File: config.mk
export PLATFORM = sky130hd
export DESIGN_NAME = fc_mac_controller
export DESIGN_NICKNAME = d
export VERILOG_FILES = /design/src/rtl/fc_mac_controller_pkg.sv /design/src/rtl/fc_mac_controller_mult.sv /design/src/rtl/fc_mac_controller.sv
export SDC_FILE = /design/constraint.sdc
export NUM_CORES = 1
export LEC_CHECK = 0
export BUFFER_PORTS_ARGS = -buffer_cell sky130_fd_sc_hd__clkbuf_2
export CAP_MARGIN = 15
export CORE_MARGIN = 1
export CORE_UTILIZATION = 45
export CTS_CLUSTER_SIZE = 16
export DETAILED_ROUTE_END_ITERATION = 12
export PLACE_DENSITY = 0.63
export SLEW_MARGIN = 20
export SYNTH_ARGS = -nofsm -noshare
export SYNTH_HDL_FRONTEND = slang
export SYNTH_HIERARCHICAL = 1
export SYNTH_SLANG_ARGS = --single-unit
File: constraint.sdc
create_clock -name clk -period 6.9 [get_ports clk]
set_clock_uncertainty 0.15 [all_clocks]
set_input_delay 0.69 -clock clk [delete_from_list [all_inputs] [get_ports clk]]
set_output_delay 0.69 -clock clk [all_outputs]
set_load 0.01 [all_outputs]
File: src/rtl/fc_mac_controller_pkg.sv
// Shared FC definitions: controller state encoding, default operand width and
// a ceil(log2) helper for deriving accumulator widths.
package fc_mac_controller_pkg;

  localparam int unsigned N_DEF = 5;

  typedef enum logic [1:0] {
    S_IDLE  = 2'd0,
    S_FETCH = 2'd1,
    S_DRAIN = 2'd2,
    S_DONE  = 2'd3
  } state_e;

  function automatic int unsigned clog2(input int unsigned v);
    int unsigned r;
    r = 0;
    for (int unsigned i = 0; i < 32; i++) begin
      if ((64'(1) << i) < 64'(v)) r = i + 1;
    end
    return r;
  endfunction

endpackage

File: src/rtl/fc_mac_controller_mult.sv
// Combinational radix-2 Booth multiplier shared by the FC MAC controller.
// m is the multiplicand (M port), r the multiplier (R port).
module fc_mac_controller_mult
  import fc_mac_controller_pkg::*;
#(
  parameter int unsigned N = N_DEF
) (
  input  logic signed [N-1:0]   m,
  input  logic signed [N-1:0]   r,
  output logic signed [2*N-1:0] p
);

  logic signed [2*N-1:0] m_ext;
  logic        [N:0]     r_ext;

  // Each adjacent multiplier bit pair {r[i], r[i-1]} selects +M, -M or nothing.
  always_comb begin
    m_ext = {{N{m[N-1]}}, m};
    r_ext = {r, 1'b0};
    p     = '0;
    for (int i = 0; i < int'(N); i++) begin
      case (r_ext[i+1 -: 2])
        2'b01:   p = p + (m_ext <<< i);
        2'b10:   p = p - (m_ext <<< i);
        default: p = p;
      endcase
    end
  end

endmodule

File: src/rtl/fc_mac_controller.sv
// Single FC neuron sequencer: streams LEN act/wgt pairs from synchronous-read
// buffers through a shared Booth multiplier and accumulates onto a bias.
module fc_mac_controller
  import fc_mac_controller_pkg::*;
#(
  parameter int unsigned N     = N_DEF,
  parameter int unsigned LEN   = 16,
  parameter int unsigned AW    = 4,
  parameter int unsigned ACC_W = 2*N + 4
) (
  input  logic                    clk,
  input  logic                    rst,
  input  logic                    start,
  input  logic signed [ACC_W-1:0] bias,
  output logic        [AW-1:0]    addr,
  input  logic signed [N-1:0]     act_in,
  input  logic signed [N-1:0]     wgt_in,
  output logic                    busy,
  output logic                    done,
  output logic signed [ACC_W-1:0] result
);

  localparam logic [AW-1:0]       LAST_ADDR = AW'(LEN - 1);
  localparam logic signed [N-1:0] ACT_MIN   = {1'b1, {(N-1){1'b0}}};
  localparam logic signed [N-1:0] ACT_CLAMP = {1'b1, {(N-2){1'b0}}, 1'b1};

  state_e state_q, state_d;

  logic                    rd_vld_q, rd_last_q;
  logic                    prod_vld_q, prod_last_q;
  logic signed [2*N-1:0]   prod_q, prod_c;
  logic signed [N-1:0]     act_op_c;
  logic signed [ACC_W-1:0] acc_q, acc_d, sum_c, result_d;
  logic        [AW-1:0]    addr_d;
  logic                    busy_d, done_d;

  // The multiplier cannot take the most negative M; nudge it by one LSB.
  assign act_op_c = (act_in == ACT_MIN) ? ACT_CLAMP : act_in;
  assign sum_c    = acc_q + {{(ACC_W-2*N){prod_q[2*N-1]}}, prod_q};

  fc_mac_controller_mult #(.N(N)) u_mult (
    .m (act_op_c),
    .r (wgt_in),
    .p (prod_c)
  );

  always_ff @(posedge clk or posedge rst) begin
    if (rst) state_q <= S_IDLE;
    else     state_q <= state_d;
  end

  always_comb begin
    state_d = state_q;
    case (state_q)
      S_IDLE:  if (start) state_d = S_FETCH;
      S_FETCH: if (addr == LAST_ADDR) state_d = S_DRAIN;
      S_DRAIN: if (prod_vld_q && prod_last_q) state_d = S_DONE;
      S_DONE:  state_d = S_IDLE;
      default: state_d = S_IDLE;
    endcase
  end

  always_comb begin
    addr_d   = addr;
    busy_d   = busy;
    done_d   = 1'b0;
    result_d = result;
    acc_d    = prod_vld_q ? sum_c : acc_q;
    case (state_q)
      S_IDLE: begin
        if (start) begin
          acc_d  = bias;
          addr_d = '0;
          busy_d = 1'b1;
        end
      end
      S_FETCH: addr_d = (addr == LAST_ADDR) ? '0 : addr + AW'(1);
      S_DRAIN: begin
        if (prod_vld_q && prod_last_q) begin
          result_d = sum_c;
          done_d   = 1'b1;
        end
      end
      S_DONE:  busy_d = 1'b0;
      default: busy_d = 1'b0;
    endcase
  end

  // Pipeline: address -> read data (rd_*) -> product (prod_*) -> accumulator.
  always_ff @(posedge clk or posedge rst) begin
    if (rst) begin
      addr        <= '0;
      busy        <= 1'b0;
      done        <= 1'b0;
      result      <= '0;
      acc_q       <= '0;
      prod_q      <= '0;
      rd_vld_q    <= 1'b0;
      rd_last_q   <= 1'b0;
      prod_vld_q  <= 1'b0;
      prod_last_q <= 1'b0;
    end else begin
      addr        <= addr_d;
      busy        <= busy_d;
      done        <= done_d;
      result      <= result_d;
      acc_q       <= acc_d;
      rd_vld_q    <= (state_q == S_FETCH);
      rd_last_q   <= (state_q == S_FETCH) && (addr == LAST_ADDR);
      prod_vld_q  <= rd_vld_q;
      prod_last_q <= rd_last_q;
      if (rd_vld_q) prod_q <= prod_c;
    end
  end

endmodule

After elaboration in Yosys (flattened, before gate mapping)
Cells that the tools add are included.
{"block": "word_totals", "inputBits": 27, "wordCells": 67, "register_bits": 50, "output_inout_bits": 20}
{"block": "op_classes", "mux": 20, "reduce_logical": 9, "add_sub_neg": 11, "eq_ne": 16}
{"cell": "10-bit case mux with 2 select lines", "n": 4}
{"cell": "14-bit 2-to-1 mux", "n": 3}
{"cell": "14-bit adder", "n": 1}
{"cell": "2-bit equality test, second input constant", "n": 6}
{"cell": "10-bit by 6-bit adder with 10-bit output", "n": 1}
{"cell": "10-bit by 7-bit adder with 10-bit output", "n": 1}
{"cell": "10-bit by 8-bit adder with 10-bit output", "n": 1}
{"cell": "10-bit by 9-bit adder with 10-bit output", "n": 1}
{"cell": "2-bit by 1-bit equality test with 1-bit output, second input constant", "n": 5}
{"cell": "10-bit 2-to-1 mux", "n": 1}
{"cell": "10-bit by 6-bit subtractor with 10-bit output", "n": 1}
{"cell": "10-bit by 7-bit subtractor with 10-bit output", "n": 1}
{"cell": "10-bit by 8-bit subtractor with 10-bit output", "n": 1}
{"cell": "10-bit by 9-bit subtractor with 10-bit output", "n": 1}
{"cell": "4-bit 2-to-1 mux", "n": 2}
{"cell": "2-bit case mux with 4 select lines", "n": 1}
{"cell": "4-bit case mux with 2 select lines", "n": 1}
{"cell": "2-bit 2-to-1 mux", "n": 3}
{"cell": "2-bit inequality test, second input constant", "n": 3}
{"cell": "2-bit AND reduction", "n": 3}
{"cell": "1-bit by 5-bit subtractor with 6-bit output, first input constant", "n": 1}
{"cell": "5-bit equality test, second input constant", "n": 1}
{"cell": "5-bit 2-to-1 mux", "n": 1}
{"cell": "4-bit by 1-bit adder with 4-bit output, second input constant", "n": 1}
{"cell": "7 further kinds", "n": 11}

Logic depth before layout (Yosys ltp)
{"block": "logic_depth", "depth_word": 12, "mapped_depth": 36, "ltp_nobuf": 35}

Cells and area by module
The synthesis kept the hierarchy.
{"module": "fc_mac_controller", "n_inst": 1, "area_each_um2": 2648.8, "cells_per_inst": 257, "seq_area_each_um2": 1251.2}
{"module": "fc_mac_controller_mult", "n_inst": 1, "area_each_um2": 1975.6, "cells_per_inst": 281, "seq_area_each_um2": 0.0}

Worst setup path before layout
Ideal clock, no wire load.
{"block": "synth_timing", "kind": "in2reg", "from": "in wgt_in[0]", "to": "reg prod_q[9]", "path_buffers": 3, "setup_ns": 0.125, "path_slack_ns": 0.088, "required_time_ns": 6.625, "stages": 32, "arrival_time_ns": 6.537, "path_cell_list": "buf_2 > inv_1 > ha_1 > clkbuf_1 > clkbuf_1 > mux2_2 > fa_1 > xnor2_1 > nor2_1 > a21oi_1 > ha_1 > a21o_1 > a21o_1 > and2_1 > o31ai_1 > ha_1 > xnor2_1 > nor2_1 > a21oi_1 > inv_1 > ha_1 > nor2b_1 > o21ai_0 > nand2b_1 > a21o_1 > a21oi_1 > xnor2_1 > nor2_1 > xnor2_1 > xnor2_1 > xnor2_1 > mux2_2"}
{"block": "synth_via", "elab_chain_cells": 9, "word_cells_on_any_way": 15, "classes_between": "add/sub (8); eq/ne (2); mux (5)"}
{"element": "start: declaration", "line_no": "fc_mac_controller.sv:17", "rtl": "input logic signed [N-1:0] wgt_in,"}
{"element": "10-bit 2-to-1 mux", "line_no": "fc_mac_controller_mult.sv:22", "rtl": "case (r_ext[i+1 -: 2])"}
{"element": "10-bit by 6-bit subtractor with 10-bit output / 10-bit by 6-bit adder with 10-bit output (equally long branches)", "line_no": "fc_mac_controller_mult.sv:24, fc_mac_controller_mult.sv:23"}
{"element": "10-bit case mux with 2 select lines *", "line_no": "fc_mac_controller_mult.sv:22"}
{"element": "10-bit by 7-bit subtractor with 10-bit output / 10-bit by 7-bit adder with 10-bit output (equally long branches)", "line_no": "fc_mac_controller_mult.sv:24, fc_mac_controller_mult.sv:23"}
{"element": "10-bit case mux with 2 select lines *", "line_no": "fc_mac_controller_mult.sv:22"}
{"element": "10-bit by 8-bit subtractor with 10-bit output / 10-bit by 8-bit adder with 10-bit output (equally long branches)", "line_no": "fc_mac_controller_mult.sv:24, fc_mac_controller_mult.sv:23"}
{"element": "10-bit case mux with 2 select lines *", "line_no": "fc_mac_controller_mult.sv:22"}
{"element": "10-bit by 9-bit subtractor with 10-bit output / 10-bit by 9-bit adder with 10-bit output (equally long branches)", "line_no": "fc_mac_controller_mult.sv:24, fc_mac_controller_mult.sv:23"}
{"element": "10-bit case mux with 2 select lines *", "line_no": "fc_mac_controller_mult.sv:22"}
{"element": "named net prod_c[9]", "line_no": "fc_mac_controller.sv:31", "rtl": "logic signed [2*N-1:0] prod_q, prod_c;"}
{"element": "end signal: assignment", "line_no": "fc_mac_controller.sv:112", "rtl": "if (rd_vld_q) prod_q <= prod_c;"}
{"element": "end: declaration", "line_no": "fc_mac_controller.sv:31"}
Mark *: on every way through the listed nets, which the timed path passes. The rest lies on a longest branch.
A chain may end at the register's enable or synchronous reset.

Worst setup path in the final report
{"block": "layout_timing", "from": "in act_in[1]", "to": "reg prod_q[9]"}
{"block": "layout_via", "elab_chain_cells": 12, "word_cells_on_any_way": 16, "classes_between": "add/sub (9); eq/ne (1); mux (6)"}
{"element": "start: declaration", "line_no": "fc_mac_controller.sv:16", "rtl": "input logic signed [N-1:0] act_in,"}
{"element": "5-bit equality test *", "line_no": "fc_mac_controller.sv:38", "rtl": "assign act_op_c = (act_in == ACT_MIN) ? ACT_CLAMP : act_in;"}
{"element": "5-bit 2-to-1 mux *", "line_no": "fc_mac_controller.sv:38"}
{"element": "named net act_op_c[0]", "line_no": "fc_mac_controller.sv:32", "rtl": "logic signed [N-1:0] act_op_c;"}
{"element": "1-bit by 5-bit subtractor with 6-bit output", "line_no": "fc_mac_controller_mult.sv:24", "rtl": "2'b10: p = p - (m_ext <<< i);"}
{"element": "10-bit 2-to-1 mux", "line_no": "fc_mac_controller_mult.sv:22"}
{"element": "10-bit by 6-bit subtractor with 10-bit output / 10-bit by 6-bit adder with 10-bit output (equally long branches)", "line_no": "fc_mac_controller_mult.sv:24, fc_mac_controller_mult.sv:23"}
{"element": "10-bit case mux with 2 select lines", "line_no": "fc_mac_controller_mult.sv:22"}
{"element": "10-bit by 7-bit subtractor with 10-bit output / 10-bit by 7-bit adder with 10-bit output (equally long branches)", "line_no": "fc_mac_controller_mult.sv:24, fc_mac_controller_mult.sv:23"}
{"element": "10-bit case mux with 2 select lines", "line_no": "fc_mac_controller_mult.sv:22"}
{"element": "10-bit by 8-bit subtractor with 10-bit output / 10-bit by 8-bit adder with 10-bit output (equally long branches)", "line_no": "fc_mac_controller_mult.sv:24, fc_mac_controller_mult.sv:23"}
{"element": "10-bit case mux with 2 select lines", "line_no": "fc_mac_controller_mult.sv:22"}
{"element": "10-bit by 9-bit subtractor with 10-bit output / 10-bit by 9-bit adder with 10-bit output (equally long branches)", "line_no": "fc_mac_controller_mult.sv:24, fc_mac_controller_mult.sv:23"}
{"element": "10-bit case mux with 2 select lines *", "line_no": "fc_mac_controller_mult.sv:22"}
{"element": "named net prod_c[9]", "line_no": "fc_mac_controller.sv:31"}
Marked as above.

==> impl_metrics.yaml <==
clock_tree:
  cts_made_buffers: 5
  clock_latency_ns: 0.31
  cts_hold_buf: 0
  cts_max_path_buffers: 2
  cts_tree: "done"
  cts-root-buf: "clkbuf_8"
  numClockSinks: 50
  clk_pin_slew_worst_paths_ns: 0.10
  htreeDepth: 2
power_and_ir_drop:
  p_clk_share_pct: 21.7
  seq_power_share_pct: 25.0
  switchingPower_mw: 0.398
  power.total_mw: 1.17
  irDropWorstVdd_mv: 0.0987
  p_per_area_nw_per_um2: 213
  pwr-share-comb_pct: 53.3
  power_leakage_nw: 2.69
  swShare_pct: 34.0
  cellInternalPower_mw: 0.774
global_routing:
  grt_overflow_total: 0
  grt_pass1_vias: 3962
  grt_max_degree: 51
  grt_pass1_wl_um: 18600
  antenna_found_initial: 0
  grt_usage_pct: 22.1
floorplanning:
  die_h_um: 103
  fp.dieArea_um2: 10700
  rows: 36
  initial_core_util_pct: 46.9
  pin_count: 47
  fp.dieW_um: 103
  core-area_um2: 9860
synth:
  yosysWarnings: 6
  synth_edf_count: 0
  synth_cells: 538
  synth_ff_type: "dfrtp_1"
  ys_ff_latch: 50
  async_reset_ff_share_pct: 100
  synth_area_per_cell_um2: 8.60
  synth_top_family_by_area: "compound AO/OA/AOI/OAI gates"
  synthesis.area_um2: 4620
  yosys.area_share.xor_xnor_pct: 7.58
  syn_nets: 615
  synth-simple-area-share_pct: 15.2
  synth-adder-area-share_pct: 14.3
  synthMuxAreaShare_pct: 9.63
  yosysUniqueCellTypes: 69
  ys_seq_area_share_pct: 27.1
  synth_compound_area_share_pct: 20.9
cells_and_area:
  final_util_pct: 55.7
  final_cell_mix: "nand2_1 (56), dfrtp_1 (50), buf_4 (47), clkbuf_2 (46), ha_1 (44)"
  syn_to_final_growth_pct: 18.9
  design_area_um2: 5500
  diodes: 0
  final_nets: 688
  final_common_cell: "nand2_1"
  drive_gt1_share_pct: 24.2
detailed_routing:
  drt.antenna.violating_nets: 0
  routed_via_density: 5.56
  wl_per_cell_um: 14.8
  dr.pass1.iters: 5
  drc: 0
  wirelength_um: 11100
  drt_iter0_drc: 206
  dr_total_vias: 4142
setup_path:
  r2r_cells: 9
  crit_fanout: 4
  slowest_stage: "fa_1"
  cp-start-kind: "primary input"
  slowest_delay_ns: 0.44
  end_kind: "flop"
  worst_path_most_repeated_cell: "xnor2_1"
  required_ns: 6.94
  arrival_ns: 6.53
  path_class: "in -> reg"
placement:
  gp_congestion: 0.926
  place_ws_ns: -0.0964
  dpl.hpwl_um: 8600
  io_buffers: 46
  place_area_um2: 5250
status:
  status: "finished, final reports clean"
sta:
  finalCritPeriodShare_pct: 94.1
  final-max-slew-violation-count: 0
  worst_pin_slew_ns: 0.955
  fin_ws_ns: 0.406
  setup_viol: 0
  max_slew_margin_pct: 36.4
  period_needed_ns: 6.49
  finalHoldViolations: 0
  fmax_mhz: 154
flow_run:
  timing.max_cap.violations: 0
worst_hold_path:
  holdPathStages: 0
  hold_path.class: "reg -> reg"
-- through the flow --
step | TNS, ns | instances | hold WS (ns)
final | 0 | 745 | 0.207
after global routing | -0.00973 | 745 | 0.223
after floorplan | 0 | 538 | 0.181
after global placement | -0.00594 | 736 | 0.186
after detailed placement | -0.0964 | 736 | 0.186
after CTS | 0 | 744 | 0.209
-- power by group through the flow --
| stage | clock (mW) | sequential, mW | combinational [mW] |
|---|---|---|---|
| finish | 0.255 | 0.293 | 0.624 |
| detailed placement | 0 | 0.299 | 0.594 |
| global placement | 0 | 0.299 | 0.579 |
| floorplan | 0 | 0.299 | 0.421 |
| CTS | 0.257 | 0.293 | 0.598 |
| global route | 0.268 | 0.293 | 0.703 |
-- path summary, 6_finish.rpt --
path                            from           to  slack, ns
max                        act_in[1]    prod_q[9]       0.41
min                        rd_last_q  prod_last_q       0.21
max reg2reg                 acc_q[0]     acc_q[8]       4.44
min reg2reg                rd_last_q  prod_last_q       0.21
max in group asynchronous        rst   prod_vld_q       5.73
min in group asynchronous        rst      addr[0]       0.35
-- cells in the mapped netlist (all sizes together) (8+ instances only) --
master	instances	area share (%)
nor2	35	2.8
nand2	56	4.5
o21a	8	1.3
dfrtp	50	27
nor3	10	1.1
mux2i	19	4.1
o21ai	42	4.5
inv	34	2.8
a21o	15	2.4
ha	45	12
clkbuf	21	1.7
nand3	8	0.87
xor2	13	2.5
xnor2	27	5.1
a21oi	42	4.9
mux2	22	5.5
-- timing repair --
| action | CTS | global route |
|---|---|---|
| setup buffers | 0 | 1 |
| endpoints found under the setup margin | 0 | 2 |
| resized for setup | 0 | 20 |
-- per-layer routing --
| metal | vias to the layer above | GRT usage, % | wire (µm) |
|---|---|---|---|
| met5 | - | 0 | 0 |
| met4 | 0 | 5.20 | 154 |
| met3 | 15 | 3.16 | 335 |
| met2 | 72 | 35.7 | 5170 |
| met1 | 1995 | 31.3 | 5390 |
| li1 | 2060 | - | - |
-- flip-flops by register name, summed over array words and instances, names as in the netlist --
register / flops
acc_q: 14
result: 14
prod_q: 10
addr: 4
state_q: 2
busy: 1
done: 1
prod_last_q: 1
prod_vld_q: 1
rd_last_q: 1
rd_vld_q: 1
-- logic make-up (layout without fill, tap and decap cells) --
family          count (synthesis)  after routing
compound gates                148            148
simple gates                  147            147
buf+inv                        62            136
fa+ha+maj                      50             50
flops                          50             50
mux                            41             41
xor+xnor                       40             40
-- cell type report --
cell class,instances,area [µm²]
Clock buffer,6,82.6
Tap cell,133,166
Timing Repair Buffer,93,583
Fill cell,902,4370
Sequential cell,50,1250
Inverter,35,133
Clock inverter,2,60.1
Multi-Input combinational cell,426,3220
-- worst max-delay path, delay by kind of cell --
kind	cells	cell delay, ns
XOR/XNOR	6	0.96
AND/OR/NAND/NOR	7	1.05
multiplexers	3	0.82
buffers and inverters	3	0.24
AO/OA/AOI/OAI	7	1.12
adder cells (fa/ha/maj)	5	1.66
Power figures use the tool's default switching activity.
